==> src/rtl/bsearch_param.sv <==
`default_nettype none
// ============================================================================
// Module   : bsearch_param
// Purpose  : Binary search over an external ascending-sorted synchronous RAM,
//            with exact and lower-bound modes and a probe counter.
// Revision : 1.0 - initial parametrised release
// ============================================================================
module bsearch_param #(
  parameter int DATA_W = 8,
  parameter int ADDR_W = 5,
  parameter int RD_LAT = 1
) (
  input  logic              clk,
  input  logic              Reset,
  input  logic              Start,
  input  logic [DATA_W-1:0] A,
  input  logic              Mode,
  output logic [ADDR_W-1:0] mem_addr,
  input  logic [DATA_W-1:0] mem_rdata,
  output logic [ADDR_W:0]   Loc,
  output logic              Found,
  output logic              Done,
  output logic              Busy,
  output logic [ADDR_W:0]   Probes
);

  localparam logic [1:0] c_IDLE    = 2'd0;
  localparam logic [1:0] c_PROBE   = 2'd1;
  localparam logic [1:0] c_COMPARE = 2'd2;
  localparam logic [1:0] c_DONE    = 2'd3;

  localparam logic [ADDR_W:0] c_DEPTH     = {1'b1, {ADDR_W{1'b0}}};
  localparam logic [2:0]      c_WAIT_LAST = 3'(RD_LAT - 1);

  logic [1:0]        state_q,  state_d;
  logic [ADDR_W:0]   lo_q,     lo_d;
  logic [ADDR_W:0]   hi_q,     hi_d;
  logic [DATA_W-1:0] key_q,    key_d;
  logic              mode_q,   mode_d;
  logic              found_q,  found_d;
  logic              done_q,   done_d;
  logic [ADDR_W:0]   loc_q,    loc_d;
  logic [ADDR_W:0]   probes_q, probes_d;
  logic [2:0]        wait_q,   wait_d;

  // Extra sum bit keeps lo+hi from wrapping when hi equals the depth.
  logic [ADDR_W+1:0] w_sum;
  logic [ADDR_W:0]   w_mid;
  logic [ADDR_W:0]   w_mid_p1;
  logic              w_unused;

  assign w_sum    = {1'b0, lo_q} + {1'b0, hi_q};
  assign w_mid    = w_sum[ADDR_W+1:1];
  assign w_mid_p1 = w_mid + (ADDR_W+1)'(1);
  assign w_unused = w_sum[0];

  always_comb begin
    state_d  = state_q;
    lo_d     = lo_q;
    hi_d     = hi_q;
    key_d    = key_q;
    mode_d   = mode_q;
    found_d  = found_q;
    done_d   = done_q;
    loc_d    = loc_q;
    probes_d = probes_q;
    wait_d   = wait_q;
    case (state_q)
      c_IDLE: begin
        if (Start) begin
          key_d    = A;
          mode_d   = Mode;
          lo_d     = '0;
          hi_d     = c_DEPTH;
          probes_d = '0;
          found_d  = 1'b0;
          wait_d   = '0;
          state_d  = c_PROBE;
        end
      end
      c_PROBE: begin
        if (wait_q == c_WAIT_LAST) begin
          state_d = c_COMPARE;
        end else begin
          wait_d = wait_q + 3'd1;
        end
      end
      c_COMPARE: begin
        probes_d = probes_q + (ADDR_W+1)'(1);
        wait_d   = '0;
        state_d  = c_PROBE;
        if (mem_rdata < key_q) begin
          lo_d = w_mid_p1;
        end else if (mem_rdata > key_q) begin
          hi_d = w_mid;
        end else begin
          found_d = 1'b1;
          if (!mode_q) begin
            loc_d   = w_mid;
            state_d = c_DONE;
          end else begin
            hi_d = w_mid;
          end
        end
        if (state_d != c_DONE && lo_d >= hi_d) begin
          loc_d   = lo_d;
          state_d = c_DONE;
        end
      end
      c_DONE: begin
        // First DONE cycle registers the result flag; release only once it is visible.
        done_d = 1'b1;
        if (done_q && !Start) begin
          done_d  = 1'b0;
          state_d = c_IDLE;
        end
      end
      default: state_d = c_IDLE;
    endcase
  end

  always_ff @(posedge clk) begin
    if (Reset) begin
      state_q  <= c_IDLE;
      lo_q     <= '0;
      hi_q     <= c_DEPTH;
      key_q    <= '0;
      mode_q   <= 1'b0;
      found_q  <= 1'b0;
      done_q   <= 1'b0;
      loc_q    <= '0;
      probes_q <= '0;
      wait_q   <= '0;
    end else begin
      state_q  <= state_d;
      lo_q     <= lo_d;
      hi_q     <= hi_d;
      key_q    <= key_d;
      mode_q   <= mode_d;
      found_q  <= found_d;
      done_q   <= done_d;
      loc_q    <= loc_d;
      probes_q <= probes_d;
      wait_q   <= wait_d;
    end
  end

  assign mem_addr = w_mid[ADDR_W-1:0];
  assign Loc      = loc_q;
  assign Found    = found_q;
  assign Done     = done_q;
  assign Busy     = (state_q == c_PROBE) || (state_q == c_COMPARE);
  assign Probes   = probes_q;

endmodule
`default_nettype wire

==> config.mk <==
export PLATFORM = sky130hd
export DESIGN_NAME = bsearch_param
export DESIGN_NICKNAME = d
export VERILOG_FILES = /design/src/rtl/bsearch_param.sv
export SDC_FILE = /design/constraint.sdc
export NUM_CORES = 1
export LEC_CHECK = 0
export ABC_CLOCK_PERIOD_IN_PS = 7600
export BUFFER_PORTS_ARGS = -buffer_cell sky130_fd_sc_hd__buf_2
export CORE_MARGIN = 10
export CORE_UTILIZATION = 50
export CTS_CLUSTER_DIAMETER = 150
export DETAILED_ROUTE_END_ITERATION = 6
export PLACE_DENSITY = 0.74
export SLEW_MARGIN = 10
export SYNTH_ARGS = -nofsm -noshare
export SYNTH_HDL_FRONTEND = slang
export SYNTH_SLANG_ARGS = --single-unit
==> constraint.sdc <==
create_clock -name clk -period 7.6 [get_ports clk]
set_input_delay 0.76 -clock clk [delete_from_list [all_inputs] [get_ports clk]]
set_output_delay 0.76 -clock clk [all_outputs]
set_load 0.005 [all_outputs]
==> results of run 1 <==
worst register-to-register path, cell delays in order (launching register included):
cell	delay [ns]
dfxtp_1	0.34
inv_1	0.05
ha_1	0.28
a211oi_1	0.21
nor2_1	0.07
nor2_1	0.31
and2_1	0.49
mux2_2	0.42
ha_1	0.30
nand2_1	0.06
o21ai_0	0.20
a21oi_1	0.15
a21o_1	0.19
a21oi_1	0.56
nand2_1	0.23
o32ai_2	0.28
where the power goes:
group	internal, uW	leakage (uW)	switching [uW]
Clock	164	0.0000784	75.7
Sequential	230	0.000324	16.6
Combinational	89.5	0.000906	150
Total	483	0.00131	243
worst paths after layout:
path	start	endpoint	slack, ns	cells past startpoint
max	mem_rdata[5]	Loc[5]$_SDFFE_PP0P_	3.17	15
min	key_q[3]$_SDFFE_PP0P_	key_q[3]$_SDFFE_PP0P_	0.46	2
max reg2reg	key_q[5]$_SDFFE_PP0P_	Loc[5]$_SDFFE_PP0P_	3.38	15
min reg2reg	key_q[3]$_SDFFE_PP0P_	key_q[3]$_SDFFE_PP0P_	0.46	2
metrics by stage:
step                setup WS [ns]  hold slack, ns  area [um^2]
floorplan                   3.906          0.4363         2536
global placement            3.216          0.4451         2778
detailed placement          3.019          0.4508         2778
CTS                         3.213          0.4617         2937
global route                2.803          0.4694         2937
finish                      3.168          0.4581         2937
cell type report:
cell class              count  area (um^2)
clock buffers               5        68.82
inverters                  19        71.32
well taps                  67        83.83
flip-flops and latches     40        800.8
multi-input cells         241         1627
clock inverters             3        90.09
repair buffers             39        195.2
fillers                   455         1881
cells by family (layout without fill, tap and decap cells):
group	Yosys count	count (layout)	synth area share [%]
compound gates	78	78	19.98
xor+xnor	9	9	3.404
fa+ha+maj	28	28	14.11
buf+inv	26	66	4.292
flops	40	40	31.57
mux	13	13	5.673
simple gates	113	113	20.97
sequential cells by signal, summed over array words and instances (netlist names):
register	flops
state_q	2
mode_q	1
Done	1
hi_q	6
Found	1
lo_q	6
Loc	6
key_q	8
wait_q	3
Probes	6
layer usage:
layer  wire [um]  global-route usage [%]  up-vias
met2        2922                   24.88       45
met5           0                       0        -
met3         311                   3.868       11
met4          97                   5.091        0
li1            -                       -     1171
met1        2757                   17.29     1071
placed cells by master, fill, tap and decap left out, drive strengths merged, types with 2 or more instances in the layout:
cell    count
mux2i       8
clkbuf      5
nor3        4
mux2        5
xor2        8
nand3       3
nand2      38
bufinv      3
o32ai       2
o22ai       2
nor2       38
inv        19
dfxtp      40
ha         27
a21oi      31
a32o        2
a31oi       2
nand2b      3
a22oi       9
o21a        2
nand4       7
and3b       2
a21o        4
o21ai      13
buf        39
or3         2
and2        5
a211oi      3
nor4b       2
nor2b       6
==> flow_summary.json, run 1 <==
{
  "cp.required_ns": 7.81,
  "num_vias": 2298,
  "rsz0062_at_grt": "no",
  "syn_nets": 355,
  "cts-root-to-sink-buffers": 2,
  "final_core_util_pct": 60.96,
  "drv_slew": 0,
  "finalNonFillerCells": 414,
  "max_freq_ghz": 0.2256,
  "wl_mm": 6.089,
  "path_delay_family": "compound AO/OA/AOI/OAI gates",
  "finalHoldViolCount": 0,
  "period_needed_ns": 4.432,
  "synth_edf_count": 0,
  "arrival_ns": 4.64,
  "cap_violations": 0,
  "gp_congestion": 0.9403,
  "route.detailed.drc": 0,
  "ir_worst_vdd_mv": 0.1834,
  "maxSlewHeadroom_pct": 51.99,
  "post_drt_wl_per_cell_um": 14.71,
  "crit_chain": "buf_2 -> ha_1 -> a211oi_1 -> nor2_1 -> nor2_1 -> and2_1 -> mux2_2 -> ha_1 -> nand2_1 -> o21ai_0 -> a21oi_1 -> a21o_1 -> a21oi_1 -> nand2_1 -> o32ai_2",
  "tightest_slew_ns": 0.7202,
  "start_util_pct": 52.65,
  "die_h_um": 91.22,
  "synth_cell_types": 49,
  "critPathLaunchType": "primary input",
  "cts.htree.levels": 2,
  "io_pins": 40,
  "skew_ns": 0.006004,
  "cp_max_fo": 12,
  "setup.worst_path.end_class": "flop",
  "hold_path_class": "flop to flop",
  "period_share_pct": 58.31,
  "first_pass_iters": 4,
  "grt_use_total_pct": 14.62,
  "row_count": 25,
  "synth.largest_area_cell": "dfxtp_1",
  "ys.flop_type": "dfxtp_1",
  "die_area_um2": 8321,
  "synth-async-reset-ratio_pct": 0,
  "syn_area_um2": 2536,
  "overflow": 0,
  "power.total_uw": 726.1,
  "cts_buffers": 5,
  "grt_max_degree": 31,
  "nets": 394,
  "antenna_cells": 0,
  "dp_hpwl_mm": 4.584,
  "synthToLayoutAreaGrowth_pct": 15.79,
  "yosysWarnings": 0,
  "cts_hold_buf": 0,
  "synth_area_leaders": "dfxtp_1 32%, ha_1 13%, a21oi_1 5.7%",
  "critPathBufInv": 1,
  "path_class": "primary input to flop",
  "clk_root_buffer_cell": "clkbuf_8",
  "ys_ff_latch": 40,
  "setup_viol": 0,
  "syn_avg_cell_area_um2": 8.261,
  "drtAntennaViolNets": 0,
  "synth_cells": 307,
  "synth_most_common_cell": "dfxtp_1",
  "drt-vias-per-instance": 5.551,
  "clock_latency_ns": 0.29,
  "drive_above_1_share_pct": 17.58,
  "clk_pin_slew_worst_paths_ns": 0.08,
  "status": "complete, no violations",
  "grt_pass1_wl_mm": 10.36,
  "cts_resized": 0,
  "cts.sinks": 40,
  "netlist.area_leader.share_pct": 31.57,
  "cts_tree": "built",
  "ys_seq_area_share_pct": 31.57,
  "finalSetupTns_ns": 0,
  "yosys-top-cells-count": "40 x dfxtp_1, 38 x nand2_1, 37 x nor2_1",
  "power_density_nw_per_um2": 247.3,
  "antenna_found_initial": 0,
  "first_global_vias": 2263,
  "core_um2": 4817,
  "place_inst": 406,
  "post-cts-setup-buffer-count": 0,
  "power.leakage_uw": 0.001309,
  "crit_path_top_delay_cell": "a21oi_1",
  "io_buffers": 39,
  "cpPeakStageDelay_ns": 0.56,
  "dr.first_iter.drc_count": 158,
  "dieWidth_um": 91.22
}
(Power assumes the default switching activity.)
==> inputs of run 2 (changes only) <==
--- a/config.mk
+++ b/config.mk
@@ -5,7 +5,7 @@
 export SDC_FILE = /design/constraint.sdc
 export NUM_CORES = 1
 export LEC_CHECK = 0
-export ABC_CLOCK_PERIOD_IN_PS = 7600
+export ABC_CLOCK_PERIOD_IN_PS = 4200
 export BUFFER_PORTS_ARGS = -buffer_cell sky130_fd_sc_hd__buf_2
 export CORE_MARGIN = 10
 export CORE_UTILIZATION = 50
==> constraint.sdc (replaced) <==
create_clock -name clk -period 4.2 [get_ports clk]
set_input_delay 0.42 -clock clk [delete_from_list [all_inputs] [get_ports clk]]
set_output_delay 0.42 -clock clk [all_outputs]
set_load 0.005 [all_outputs]
==> run 2 against run 1 <==
Against the previous run:
- flip-flop and latch count unchanged
- global-route usage decreased by 0.34 points
- register-to-register slack got worse by 2.8 ns
- highest routed layer unchanged
- clock skew decreased by 0.0017 ns
- sequential power increased by 81%
==> flow_summary.json, run 2 (synthesis gave the netlist of run 1 again) <==
{
  "dr.first_iter.drc_count": 154,
  "drv_slew": 0,
  "power.total_uw": 1156,
  "cts_buffers": 5,
  "period_needed_ns": 3.598,
  "core_um2": 4817,
  "dp_hpwl_mm": 4.661,
  "arrival_ns": 3.80,
  "grt_use_total_pct": 14.28,
  "fin_ws_ns": 0.6017,
  "pwr-share-comb_pct": 37.6,
  "grt_max_degree": 31,
  "clkPwrFrac_pct": 23.9,
  "io_pins": 40,
  "crit_path_top_delay_cell": "fa_1",
  "status": "complete, no violations",
  "hold_path_class": "primary input to flop",
  "drt-vias-per-instance": 5.505,
  "antenna_cells": 0,
  "cp.required_ns": 4.40,
  "antenna_found_initial": 0,
  "clk_pin_slew_worst_paths_ns": 0.08,
  "ir_worst_vdd_mv": 0.3219,
  "tightest_slew_ns": 0.6953,
  "regMostFlops": "key_q",
  "cts-root-to-sink-buffers": 2,
  "switchingPower_uw": 428.5,
  "die_h_um": 91.22,
  "cap_violations": 0,
  "drive_above_1_share_pct": 18.05,
  "rrSetupSlack_ns": 0.60,
  "max_freq_ghz": 0.2779,
  "die_area_um2": 8321,
  "largest_reg_flops": 8,
  "clock_latency_ns": 0.29,
  "cts.htree.levels": 2,
  "finalNonFillerCells": 416,
  "path_class": "flop to flop",
  "setup.worst_path.end": "Loc[3]$_SDFFE_PP0P_",
  "num_vias": 2290,
  "final_common_cell": "dfxtp_1",
  "r2r_cells": 17,
  "first_global_vias": 2116,
  "setup.worst_path.end_class": "flop",
  "wl_mm": 5.964,
  "cts_hold_buf": 0,
  "maxSlewHeadroom_pct": 53.29,
  "dieWidth_um": 91.22,
  "cts.sinks": 40,
  "finalSetupTns_ns": 0,
  "critPathBufInv": 1,
  "power.leakage_uw": 0.001297,
  "overflow": 0,
  "io_buffers": 39,
  "rsz0062_at_grt": "no",
  "gp_congestion": 0.9309,
  "post_drt_wl_per_cell_um": 14.34,
  "place_inst": 409,
  "critPathLaunchType": "flop",
  "r2r-start": "lo_q[0]$_SDFFE_PP0P_",
  "sequentialPowerShare_pct": 38.5,
  "skew_ns": 0.004323,
  "route.detailed.drc": 0,
  "internal_power_uw": 727.6,
  "power_density_nw_per_um2": 399.2,
  "fillers": 485,
  "dpl_cell_area_um2": 2800,
  "r2r_end": "Loc[3]$_SDFFE_PP0P_",
  "cp_max_fo": 9,
  "drtAntennaViolNets": 0,
  "start_util_pct": 52.65,
  "setup_viol": 0,
  "synthToLayoutAreaGrowth_pct": 14.21,
  "switching_share_pct": 37.07,
  "row_count": 25,
  "critPathLaunch": "lo_q[0]$_SDFFE_PP0P_",
  "nets": 397,
  "clk_root_buffer_cell": "clkbuf_8",
  "finalHoldViolCount": 0,
  "preCtsSetupSlack_ns": 0.5186,
  "first_pass_iters": 5,
  "final_cell_mix": "40 x dfxtp_1, 39 x buf_2, 38 x nand2_1",
  "path_delay_family": "compound AO/OA/AOI/OAI gates",
  "cpPeakStageDelay_ns": 0.40,
  "cts_resized": 0,
  "crit_chain": "and2_1 -> fa_1 -> a21o_1 -> a21oi_2 -> xnor2_2 -> nand4_1 -> xor2_1 -> nand2_1 -> o21ai_0 -> ha_1 -> o21a_1 -> nor2_1 -> a21o_1 -> a21oi_1 -> buf_4 -> nor2_1 -> a211oi_1",
  "cts_tree": "built",
  "period_share_pct": 85.67,
  "grt_pass1_wl_mm": 10.13,
  "post-cts-setup-buffer-count": 0,
  "final_cell_area_um2": 2897,
  "cp_num_cells": 17
}
-- run 2: cell types whose count changed in the layout (fill, tap and decap cells not counted), sizes merged --
cell / change
buf: +3
bufinv: -3
clkbuf: +2
-- run 2: layout make-up --
class / instances / area [um^2] / share of cell area [%]
flip-flops and latches: 40 / 800.8 / 27.65
repair buffers: 42 / 217.7 / 7.516
clock buffers: 7 / 96.34 / 3.326
well taps: 67 / 83.83 / 2.894
multi-input cells: 241 / 1627 / 56.16
inverters: 19 / 71.32 / 2.462
-- run 2: power by group through the flow --
| stage | logic, uW | clock network (uW) | registers (uW) |
|---|---|---|---|
| final | 435 | 277 | 445 |
| after global routing | 499 | 298 | 449 |
| after CTS | 434 | 280 | 444 |
| after detailed placement | 431 | 0 | 453 |
| after global placement | 426 | 0 | 452 |
| after floorplan | 326 | 0 | 447 |
-- run 2: how the worst min path moves through the flow --
stage,startpoint,end,cells past startpoint
global route,A[3],key_q[3]$_SDFFE_PP0P_,3
global placement,key_q[3]$_SDFFE_PP0P_,key_q[3]$_SDFFE_PP0P_,2
CTS,A[5],key_q[5]$_SDFFE_PP0P_,3
finish,A[5],key_q[5]$_SDFFE_PP0P_,3
floorplan,key_q[1]$_SDFFE_PP0P_,key_q[1]$_SDFFE_PP0P_,2
detailed placement,key_q[5]$_SDFFE_PP0P_,key_q[5]$_SDFFE_PP0P_,2
-- run 2: stage by stage --
stage / util [%] / hold WS [ns]
2_1_floorplan: - / 0.4363
3_3_place_gp: 58.13 / 0.4444
3_5_place_dp: 58.13 / 0.4489
4_1_cts: 60.13 / 0.3601
5_1_grt: 60.13 / 0.3634
6_report: 60.13 / 0.3647
-- run 2: per-layer routing --
metal  global-route usage, %  up-vias  part of all wire [%]
met4                   3.264        0                  0.99
li1                        -     1164                     -
met1                   17.91     1066                    46
met5                       0        -                     0
met2                   23.63       52                    47
met3                   4.033        8                   5.7
-- run 2: worst min-delay path, stage by stage --
cell and delay, ns:
buf_2 0.09, nand2_1 0.04, a21oi_1 0.05
==> inputs of run 3 (changes only) <==
--- a/config.mk
+++ b/config.mk
@@ -7,6 +7,7 @@
 export LEC_CHECK = 0
 export ABC_CLOCK_PERIOD_IN_PS = 4200
 export BUFFER_PORTS_ARGS = -buffer_cell sky130_fd_sc_hd__buf_2
+export CORE_ASPECT_RATIO = 1.4
 export CORE_MARGIN = 10
 export CORE_UTILIZATION = 50
 export CTS_CLUSTER_DIAMETER = 150
==> run 3 against run 2 <==
Against the previous run:
- global-route usage grew 0.72 points
- clock power grew 24%
- largest cell class unchanged
- flip-flop and latch count is the same
- maximum frequency grew 2.3%
- design area grew 1.2%
- routed wire length grew 0.67%
- die area grew 0.48%
- first-iteration DRC count shrank 6.5%
- power grew 5.9%
- sequential share of layout area shrank 0.32 points
==> flow_summary.json, run 3 (synthesis gave the netlist of run 1 again) <==
{
  "status": "complete, no violations",
  "critPathLaunchType": "flop",
  "overflow": 0,
  "cts_hold_buf": 0,
  "dr.first_iter.drc_count": 144,
  "period_share_pct": 83.79,
  "ir_worst_vdd_mv": 0.3259,
  "power.leakage_uw": 0.001315,
  "period_needed_ns": 3.519,
  "wl_mm": 6.004,
  "cts_buffers": 5,
  "first_pass_iters": 4,
  "cts-root-to-sink-buffers": 2,
  "tightest_slew_ns": 0.6873,
  "post-cts-setup-buffer-count": 0,
  "cts_tree": "built",
  "hold_depth": 3,
  "die_area_um2": 8361,
  "fillers": 475,
  "synthToLayoutAreaGrowth_pct": 15.54,
  "fin_ws_ns": 0.6810,
  "antenna_cells": 0,
  "preCtsSetupSlack_ns": 0.5950,
  "core_um2": 4880,
  "cts.sinks": 40,
  "skew_ns": 0.007375,
  "start_util_pct": 51.97,
  "io_buffers": 39,
  "maxSlewHeadroom_pct": 53.83,
  "antenna_found_initial": 0,
  "clk_pin_slew_worst_paths_ns": 0.08,
  "power_density_nw_per_um2": 417.8,
  "finalSetupTns_ns": 0,
  "cap_violations": 0,
  "cpPeakStageDelay_ns": 0.40,
  "drv_slew": 0,
  "nets": 398,
  "grt_use_total_pct": 14.99,
  "hold_path_class": "primary input to flop",
  "first_global_vias": 2327,
  "crit_path_top_delay_cell": "fa_1",
  "clk_root_buffer_cell": "clkbuf_8",
  "drive_above_1_share_pct": 18.52,
  "path_class": "flop to flop",
  "cts.htree.levels": 2,
  "cp.required_ns": 4.35,
  "max_freq_ghz": 0.2842,
  "rsz0062_at_grt": "no",
  "drtAntennaViolNets": 0,
  "finalHoldViolCount": 0,
  "clock_latency_ns": 0.29,
  "cp_max_fo": 7,
  "regMostFlops": "key_q",
  "row_count": 30,
  "route.detailed.drc": 0,
  "arrival_ns": 3.67,
  "dieWidth_um": 80.19,
  "post_drt_wl_per_cell_um": 14.47,
  "gp_congestion": 0.8805,
  "setup_viol": 0,
  "largest_reg_flops": 8,
  "die_h_um": 104.3,
  "final_common_cell": "dfxtp_1",
  "final_cell_mix": "40 x dfxtp_1, 39 x buf_2, 38 x nand2_1",
  "setup.worst_path.end_class": "flop",
  "drt-vias-per-instance": 5.518,
  "grt_pass1_wl_mm": 10.41,
  "num_vias": 2290,
  "dp_hpwl_mm": 4.668,
  "crit_chain": "and2_1 -> fa_1 -> a21o_1 -> a21oi_2 -> xnor2_2 -> and3_1 -> xor2_1 -> mux2_4 -> ha_1 -> o21a_1 -> nor2_1 -> a21oi_1 -> nand2_1 -> mux2i_1 -> a211oi_1",
  "r2r_cells": 15,
  "grt_max_degree": 31,
  "io_pins": 40,
  "cts_resized": 0
}
==> run 3: changes by cell type in the layout (fill, tap and decap cells not counted) <==
cell,change
bufinv_16,+1
buf_4,+1
==> run 3: critical path, delay by kind of cell, from the launching register on <==
| family | cells | cell delay (ns) |
|---|---|---|
| flops | 1 | 0.35 |
| fa+ha+maj | 2 | 0.71 |
| mux | 2 | 0.52 |
| compound gates | 5 | 0.74 |
| xor+xnor | 2 | 0.30 |
| simple gates | 4 | 0.75 |
==> run 3: layout make-up <==
type / count / area, um^2 / area share (%)
well taps: 64 / 80.08 / 2.733
multi-input cells: 241 / 1627 / 55.51
repair buffers: 43 / 225.2 / 7.686
clock inverters: 1 / 30.03 / 1.025
flip-flops and latches: 40 / 800.8 / 27.33
clock buffers: 7 / 96.34 / 3.288
inverters: 19 / 71.32 / 2.434
==> run 3: per-layer routing <==
metal	up-vias	part of all wire, %	GRT usage (%)
li1	1170	-	-
met1	1073	42	16.28
met2	34	53	26.98
met3	13	2.3	2.855
met4	0	2.7	5.934
met5	-	0	0
==> run 3: metrics by stage <==
stage	util, %	cell area [um^2]	hold slack [ns]	total power, uW	cells
CTS	60.05	2930	0.3517	1233	415
detailed placement	57.46	2804	0.4468	885.8	407
floorplan	-	2536	0.4363	773.3	307
finish	60.05	2930	0.3525	1224	415
global placement	57.46	2804	0.4427	879.2	407
global route	60.05	2930	0.3581	1312	415
==> run 3: path summary, 6_finish.rpt <==
| kind | startpoint | end | slack [ns] |
|---|---|---|---|
| worst max register to register | lo_q[0]$_SDFFE_PP0P_ | Loc[3]$_SDFFE_PP0P_ | 0.68 |
| worst min register to register | key_q[7]$_SDFFE_PP0P_ | key_q[7]$_SDFFE_PP0P_ | 0.46 |
| worst min-delay path | A[6] | key_q[6]$_SDFFE_PP0P_ | 0.35 |
| worst max-delay path | lo_q[0]$_SDFFE_PP0P_ | Loc[3]$_SDFFE_PP0P_ | 0.68 |
==> run 3: power breakdown <==
part           internal, uW  leakage (uW)  total [uW]  switching, uW
registers               416      0.000324         444           28.7
clock network           210     0.0000645         344            135
logic                   168      0.000927         436            268
